[config.mk]
export PLATFORM = sky130hd
export DESIGN_NAME = mem32_bridge
export DESIGN_NICKNAME = d
export VERILOG_FILES = /design/src/rtl/mem32_bridge.sv
export SDC_FILE = /design/constraint.sdc
export NUM_CORES = 1
export LEC_CHECK = 0
export ABC_AREA = 1
export CAP_MARGIN = 20
export CORE_UTILIZATION = 49
export CTS_CLUSTER_DIAMETER = 120
export DETAILED_ROUTE_END_ITERATION = 7
export PLACE_DENSITY = 0.81
export SLEW_MARGIN = 5
export SYNTH_ARGS = -nofsm -noshare
export SYNTH_HDL_FRONTEND = slang
export SYNTH_SLANG_ARGS = --single-unit
[constraint.sdc]
create_clock -name clk -period 1.5 [get_ports clk]
set_input_delay 0.3 -clock clk [delete_from_list [all_inputs] [get_ports clk]]
set_output_delay 0.3 -clock clk [all_outputs]
set_load 0.005 [all_outputs]
[src/rtl/mem32_bridge.sv]
// 32-bit CPU word port onto the 16-bit memcache request/data_valid handshake.
// Optional wait timeout is enabled with `define MEM32_BRIDGE_TIMEOUT_EN.
module mem32_bridge #(
    parameter int TIMEOUT_CYCLES = 255
) (
    input  logic        clk,
    input  logic        reset,
    input  logic        cpu_req,
    input  logic        cpu_we,
    input  logic [31:0] cpu_addr,
    input  logic [3:0]  cpu_wstrb,
    input  logic [31:0] cpu_wdata,
    output logic [31:0] cpu_rdata,
    output logic        cpu_ready,
    output logic        cpu_busy,
    output logic        cpu_err,
    output logic        mc_ce,
    output logic        mc_rw_req,
    output logic        mc_rw,
    output logic [31:0] mc_address,
    output logic [1:0]  mc_be,
    output logic [15:0] mc_write_data,
    input  logic [15:0] mc_read_data,
    input  logic        mc_data_valid
);

    typedef enum logic [2:0] {S_IDLE, S_LO, S_GAP, S_HI, S_DONE} state_t;

    state_t      state;
    logic        we_q;
    logic [29:0] addr_q;
    logic [3:0]  wstrb_q;
    logic [31:0] wdata_q;
    logic [15:0] rd_lo;

    if (TIMEOUT_CYCLES < 1 || TIMEOUT_CYCLES > 255) begin : g_bad_timeout
        $error("mem32_bridge: TIMEOUT_CYCLES must be 1..255");
    end

`ifdef MEM32_BRIDGE_TIMEOUT_EN
    localparam logic [7:0] LIMIT = 8'(TIMEOUT_CYCLES);
    logic [7:0] wait_cnt;
`endif

    // Byte offset within the word is meaningless for word accesses.
    logic unused_addr_bits;
    assign unused_addr_bits = ^cpu_addr[1:0];

    assign mc_ce = mc_rw_req;

    always_ff @(posedge clk) begin
        if (!reset) begin
            state         <= S_IDLE;
            we_q          <= 1'b0;
            addr_q        <= '0;
            wstrb_q       <= '0;
            wdata_q       <= '0;
            rd_lo         <= '0;
            cpu_rdata     <= '0;
            cpu_ready     <= 1'b0;
            cpu_busy      <= 1'b0;
            cpu_err       <= 1'b0;
            mc_rw_req     <= 1'b0;
            mc_rw         <= 1'b0;
            mc_address    <= '0;
            mc_be         <= '0;
            mc_write_data <= '0;
`ifdef MEM32_BRIDGE_TIMEOUT_EN
            wait_cnt      <= '0;
`endif
        end else begin
            cpu_ready <= 1'b0;
            cpu_err   <= 1'b0;
            case (state)
                S_IDLE: begin
                    if (cpu_req) begin
                        we_q     <= cpu_we;
                        addr_q   <= cpu_addr[31:2];
                        wstrb_q  <= cpu_wstrb;
                        wdata_q  <= cpu_wdata;
                        cpu_busy <= 1'b1;
                        mc_rw    <= cpu_we;
`ifdef MEM32_BRIDGE_TIMEOUT_EN
                        wait_cnt <= '0;
`endif
                        if (!cpu_we || cpu_wstrb[1:0] != 2'b00) begin
                            state         <= S_LO;
                            mc_rw_req     <= 1'b1;
                            mc_address    <= {cpu_addr[31:2], 2'b00};
                            mc_be         <= cpu_we ? cpu_wstrb[1:0] : 2'b11;
                            mc_write_data <= cpu_wdata[15:0];
                        end else if (cpu_wstrb[3:2] != 2'b00) begin
                            state         <= S_HI;
                            mc_rw_req     <= 1'b1;
                            mc_address    <= {cpu_addr[31:2], 2'b10};
                            mc_be         <= cpu_wstrb[3:2];
                            mc_write_data <= cpu_wdata[31:16];
                        end else begin
                            state     <= S_DONE;
                            cpu_ready <= 1'b1;
                        end
                    end
                end

                S_LO: begin
                    if (mc_data_valid) begin
                        mc_rw_req <= 1'b0;
                        if (!we_q)
                            rd_lo <= mc_read_data;
                        if (!we_q || wstrb_q[3:2] != 2'b00) begin
                            state <= S_GAP;
                        end else begin
                            state     <= S_DONE;
                            cpu_ready <= 1'b1;
                        end
                    end
`ifdef MEM32_BRIDGE_TIMEOUT_EN
                    else if (wait_cnt == LIMIT) begin
                        mc_rw_req <= 1'b0;
                        state     <= S_DONE;
                        cpu_ready <= 1'b1;
                        cpu_err   <= 1'b1;
                        if (!we_q)
                            cpu_rdata <= 32'h0000_0000;
                    end else begin
                        wait_cnt <= wait_cnt + 8'd1;
                    end
`endif
                end

                // One idle cycle lets memcache see the request drop before re-arming.
                S_GAP: begin
                    state         <= S_HI;
                    mc_rw_req     <= 1'b1;
                    mc_address    <= {addr_q, 2'b10};
                    mc_be         <= we_q ? wstrb_q[3:2] : 2'b11;
                    mc_write_data <= wdata_q[31:16];
`ifdef MEM32_BRIDGE_TIMEOUT_EN
                    wait_cnt      <= '0;
`endif
                end

                S_HI: begin
                    if (mc_data_valid) begin
                        mc_rw_req <= 1'b0;
                        state     <= S_DONE;
                        cpu_ready <= 1'b1;
                        if (!we_q)
                            cpu_rdata <= {mc_read_data, rd_lo};
                    end
`ifdef MEM32_BRIDGE_TIMEOUT_EN
                    else if (wait_cnt == LIMIT) begin
                        mc_rw_req <= 1'b0;
                        state     <= S_DONE;
                        cpu_ready <= 1'b1;
                        cpu_err   <= 1'b1;
                        if (!we_q)
                            cpu_rdata <= {16'h0000, rd_lo};
                    end else begin
                        wait_cnt <= wait_cnt + 8'd1;
                    end
`endif
                end

                S_DONE: begin
                    state    <= S_IDLE;
                    cpu_busy <= 1'b0;
                end

                default: begin
                    state     <= S_IDLE;
                    cpu_busy  <= 1'b0;
                    mc_rw_req <= 1'b0;
                end
            endcase
        end
    end

endmodule
==> metrics.txt, run 1 <==
status complete, no violations; Initial DRT Pass Iterations 5; number of buffers created by CTS 17; DR vias 6467; final setup fails 0; clk buf depth 2; initial core utilization 50.0%; Synth Cell Area 6590 um2; gate count of the mapped netlist 981; CTS H-tree lvls 4; Routed WL 17000 um; Tmin final 1440 ps; Worst path max stage delay 330 ps; CP max-delay cell dfxtp_2; PwrDens 1390 nW/um2; Worst setup EP type primary output; CTS tree done; max_cap viols 0; VDD IR max 0.000836 V; required time of the critical path 1200 ps; number of global-route vias before repair 6043; top cell type by total area after synthesis dfxtp_1; CTS Root Cell clkbuf_16; area grow syn2layout 39.6%; final net count 1250; Diodes inserted 0; crit path kind flop to primary output; Fmax achieved 0.693 GHz; #FFs+latches synth 152; commonest non-fill, non-tap cells in the layout nand2_1 (221), nor2_1 (198), dfxtp_1 (135); WP data arrival 1140 ps; Tcrit/Tclk final 96.2%; Hold Vio Cnt, Final 0; DR vias/cell 4.79; Antenna Violating Nets Remaining 0; RD Place Congestion 0.799; Row Count 42; total grt overflow 0; Yosys top cell area share 46.2%; largest net degree at the start of global routing 53; Synth warnings 0; initial antenna violation count 0; fin. max-slew vios 0; DRC Markers 0; crit-path max FO 2; first-pass GRT wire length 28600 um; hold crit path type primary input to flop; All-Layer GR Usage 25.4%; Die W 118 um; sequential share of the synthesized area 46.2%; utilization after layout 69.7%; CORE AREA 13200 um2; post-DP HPWL 11500 um; clock slew at reported path FFs 60 ps; Netlist cell types 25; Clock Sinks 152; worst path cell trace buf_4 > dlygate4sd2_1; Startpoint Class flop; PnR Total Power 12.8 mW; Avg Cell Area, Syn 6.72 um2; RSZ-0062 raised after global routing yes; top area cells in the synthesized netlist dfxtp_1 (46%), nand2_1 (13%), nor2_1 (11%); Die ar. 13900 um2; clk_skew 6.07 ps; most common cell after layout, fill and taps aside nand2_1; Iter 0 DRT Violations 446; port bufs 172; Pleak 4.60 nW; die height 118 um; clock latency on the worst-skew pair 420 ps; Top Ports 177; share of layout cells above drive strength 1 9.97%; Wirelength per Cell 12.6 um
-- final cells by class --
class,count,area [um2]
Multi-Input combinational cell,644,2780
Inverter,126,478
Sequential cell,152,3060
Clock buffer,19,453
Fill cell,1122,3990
Timing Repair Buffer,220,2110
Tap cell,176,220
Clock inverter,13,97.6
-- worst max-delay path: cells and delay by family, from the launching register on --
kind	cells	cell delay, ps
buffers and inverters	2	390
DFF	1	330
-- metrics by stage --
step           cells  setup WS [ps]  hold WS [ps]  setup TNS, ps  instance area [um2]
2_1_floorplan    982            166           425              0                 6590
3_3_place_gp    1313           -237           432         -18280                 8670
3_5_place_dp    1313           -271           438         -21280                 8670
4_1_cts         1346           4.60           229              0                 9140
5_1_grt         1350          -18.3           237          -18.3                 9200
6_report        1350           57.7           242              0                 9200
-- power breakdown --
group | switching (mW) | leakage [nW] | total (mW) | internal, mW
Clock | 1.72 | 0.262 | 3.93 | 2.21
Combinational | 2.11 | 3.09 | 3.81 | 1.70
Sequential | 0.332 | 1.25 | 5.10 | 4.76
-- final timing paths --
kind	startpoint	end	slack, ps	cells past startpoint
hold / removal	reset	mc_address[9]	240	3
hold reg to reg	addr_q[17]	addr_q[17]	450	2
setup reg to reg	state[1]	addr_q[27]	70	7
setup / recovery	mc_ce	mc_rw_req	60	2
-- flip-flops by register name, indices dropped and copies added, names as in the netlist --
register	flops
wstrb_q	2
mc_ce	1
rd_lo	16
addr_q	30
cpu_busy	1
mc_address	31
mc_write_data	16
cpu_rdata	32
mc_be	2
wdata_q	16
we_q	1
cpu_ready	1
state	3
-- cell families after synthesis --
kind of cell | count (synthesis) | share of synthesized area (%)
other cells | 1 | 0.0569
compound gates | 173 | 13.3
flops | 152 | 46.2
buf+inv | 186 | 12.1
simple gates | 469 | 28.4
-- repair_timing --
item                       CTS  global route
hold endpoints to repair     0             0
setup endpoints to repair   89            66
resized for setup          103            18
hold buffers                 0             0
setup buffers                1             4
pin swaps                    0             5
-- per-layer routing --
metal / GRT usage (%) / share of wire [%]
met1: 31.2 / 44
met4: 11.8 / 2.5
met5: 0 / 0
met3: 6.98 / 6.5
met2: 41.3 / 47
-- cell usage after synthesis, drive strengths merged --
cell,count
nand2,224
nor2,203
dfxtp,152
inv,126
o21ai,115
a21oi,54
nand3,39
buf,33
clkbuf,27
a211oi,2
nor3,2
a31oi,1
conb,1
nand4,1
o21a,1
No activity file was read; power rests on OpenSTA's default activity.
==> run 2, diff against run 1 <==
Settings changed: CTS_CLUSTER_DIAMETER 120 to 80, SETUP_SLACK_MARGIN set to 0.05.
==> run 2 against run 1 <==
The run now ends with negative setup slack left. Fmax shrank 13%. Critical path depth grew 5. Sequential power is essentially flat. Register-to-register slack lost 230 ps. Global-route usage is the same. Routed wire length grew 20%. Die area is the same. Clock power is essentially flat. Core utilization grew 3.8 points. Hold slack lost 8.6 ps. Critical path type is now flop to flop. Largest power group unchanged.
==> metrics.txt, run 2 (synthesized netlist as in run 1, its figures left out) <==
Pleak 4.79 nW (was 4.60 nW); largest net degree at the start of global routing 53 (unchanged); Top Ports 177 (unchanged); Tcrit/Tclk final 111% (was 96.2%); switching portion of total power 34.0% (was 32.4%); reg-to-reg slack, setup -160 ps (was 70 ps); hold depth 3 (unchanged); Area after DPL 8670 um2 (unchanged); commonest non-fill, non-tap cells in the layout nand2_1 (208), nor2_1 (185), dfxtp_1 (133) (was nand2_1 (221), nor2_1 (198), dfxtp_1 (135)); final worst setup slack -158 ps (was 57.7 ps); reg2reg end addr_q[2] (was addr_q[27]); clock latency on the worst-skew pair 430 ps (was 420 ps); crit path buf inv count 2 (unchanged); max_cap viols 0 (unchanged); Clock Sinks 152 (unchanged); worst hold endpoint mc_address[9] (unchanged); RSZ-0062 raised after global routing yes (unchanged); CTS Root Cell clkbuf_16 (unchanged); number of global-route vias before repair 6042 (was 6043); post-DP HPWL 11500 um (unchanged); port bufs 172 (unchanged); number of fill cells in the layout 993 (was 1122); biggest regs cpu_rdata x32, mc_address x31, addr_q x30 (unchanged); Startpoint Class flop (unchanged); Hold Vio Cnt, Final 0 (unchanged); Worst setup EP type flop (was primary output); Iter 0 DRT Violations 563 (was 446); Flop pwr share 36.7% (was 39.7%); switching power total 4.75 mW (was 4.16 mW); hold_buf cts 0 (unchanged); Antenna Violating Nets Remaining 0 (unchanged); utilization after layout 73.5% (was 69.7%); worst path cell trace inv_6 > nand2_1 > nor2_2 > nand2_4 > buf_6 > o21ai_0 > a21oi_1 (was buf_4 > dlygate4sd2_1); required time of the critical path 1800 ps (was 1200 ps); TNS Setup -1410 ps (was 0 ps); crit path kind flop to flop (was flop to primary output); design area 9700 um2 (was 9200 um2); die height 118 um (unchanged); All-Layer GR Usage 25.4% (unchanged); CTS tree done (unchanged); Wirelength per Cell 14.9 um (was 12.6 um); Biggest register cpu_rdata (unchanged); hold path start reset (unchanged); CP max-delay cell dfxtp_2 (unchanged); fin. max-slew vios 0 (unchanged); final net count 1270 (was 1250); share of layout cells above drive strength 1 14.1% (was 9.97%); Worst path max stage delay 380 ps (was 330 ps); RD Place Congestion 0.799 (unchanged); Reg area 3070 um2 (was 3060 um2); initial core utilization 50.0% (unchanged); clk_skew 10.9 ps (was 6.07 ps); R2R depth 7 (unchanged); Routed WL 20300 um (was 17000 um); Diodes inserted 0 (unchanged); multi-input logic area 2930 um2 (was 2780 um2); Clock power frac 28.4% (was 30.6%); DR vias/cell 5.12 (was 4.79); VDD IR max 0.000830 V (was 0.000836 V); hold crit path type primary input to flop (unchanged); clk buf depth 2 (unchanged); combinational share of power 35.0% (was 29.7%); crit-path max FO 11 (was 2); status finished, violations left (was complete, no violations); Initial DRT Pass Iterations 8 (was 5); Die W 118 um (unchanged); total grt overflow 0 (unchanged); Die ar. 13900 um2 (unchanged); initial antenna violation count 0 (unchanged); Worst R2R Start state[1] (unchanged); CORE AREA 13200 um2 (unchanged); number of buffers created by CTS 17 (unchanged); WP data arrival 1960 ps (was 1140 ps); PnR Total Power 14.0 mW (was 12.8 mW); crit-path leading delay family simple AND/OR/NAND/NOR gates (was buffers and inverters); clock slew at reported path FFs 70 ps (was 60 ps); PwrDens 1440 nW/um2 (was 1390 nW/um2); Tmin final 1660 ps (was 1440 ps); Int Pwr 9.23 mW (was 8.67 mW); pre-CTS setup slack -271 ps (unchanged); CTS H-tree lvls 4 (unchanged); final setup fails 50 (was 0); Row Count 42 (unchanged); violated checks negative setup slack; DRC Markers 0 (unchanged); max FFs per register 32 (unchanged); area grow syn2layout 47.2% (was 39.6%); first-pass GRT wire length 28600 um (about the same); Fmax achieved 0.603 GHz (was 0.693 GHz); most common cell after layout, fill and taps aside nand2_1 (unchanged); DR vias 7016 (was 6467)
run 2: changes by cell type in the layout (fill, tap and decap cells not counted), sizes merged:
cell | previous run | this run
dlygate4sd2 | 86 | 85
clkdlybuf4s15 | 0 | 1
clkbuf | 19 | 27
nand3 | 39 | 41
buf | 49 | 59
run 2: layout make-up:
class | instances | area share [%]
Clock buffer | 19 | 4.67
Clock inverter | 13 | 1.01
Inverter | 126 | 4.98
Multi-Input combinational cell | 646 | 30.2
Sequential cell | 152 | 31.6
Tap cell | 176 | 2.27
Timing Repair Buffer | 238 | 25.3
run 2: metal layers:
metal / wire length, um / part of all wire, % / GRT usage, % / up-vias
li1: - / - / - / 3424
met3: 1770 / 8.7 / 6.98 / 78
met4: 883 / 4.3 / 11.3 / 0
met5: 0 / 0 / 0 / -
met2: 9730 / 48 / 41.5 / 356
met1: 7960 / 39 / 31.2 / 3158
run 2: worst reg2reg max path: cells and delay by family (launching register included):
family,cells,cell delay (ps)
simple gates,3,470
buf+inv,2,290
compound gates,2,400
flops,1,380
run 2: worst max-delay path by stage:
stage	cells past startpoint	to	from	slack (ps)
floorplan	8	cpu_rdata[0]	state[0]	170
global placement	9	cpu_rdata[14]	mc_data_valid	-240
detailed placement	7	state[2]	cpu_wstrb[1]	-270
CTS	7	addr_q[27]	state[1]	20
global route	9	mc_be[1]	state[0]	-190
finish	7	addr_q[2]	state[1]	-160
run 2: power by group through the flow:
stage	sequential, mW	combinational [mW]	clock [mW]
after floorplan	5.15	2.21	0
after global placement	5.14	3.87	0
after detailed placement	5.17	3.97	0
after CTS	5.09	3.76	4.00
after global routing	5.20	5.33	4.18
final	5.12	4.89	3.96
run 2: stage by stage:
stage	cells	hold WS, ps
3_3_place_gp	1313	432
6_report	1370	234
2_1_floorplan	982	425
3_5_place_dp	1313	438
4_1_cts	1346	229
5_1_grt	1370	239
run 2: what timing repair did:
action                     in CTS  in global routing
pin swaps                       0                 19
setup buffers                   1                  8
cloned                          0                 16
gates resized for setup       105                 69
setup endpoints to repair      95                129
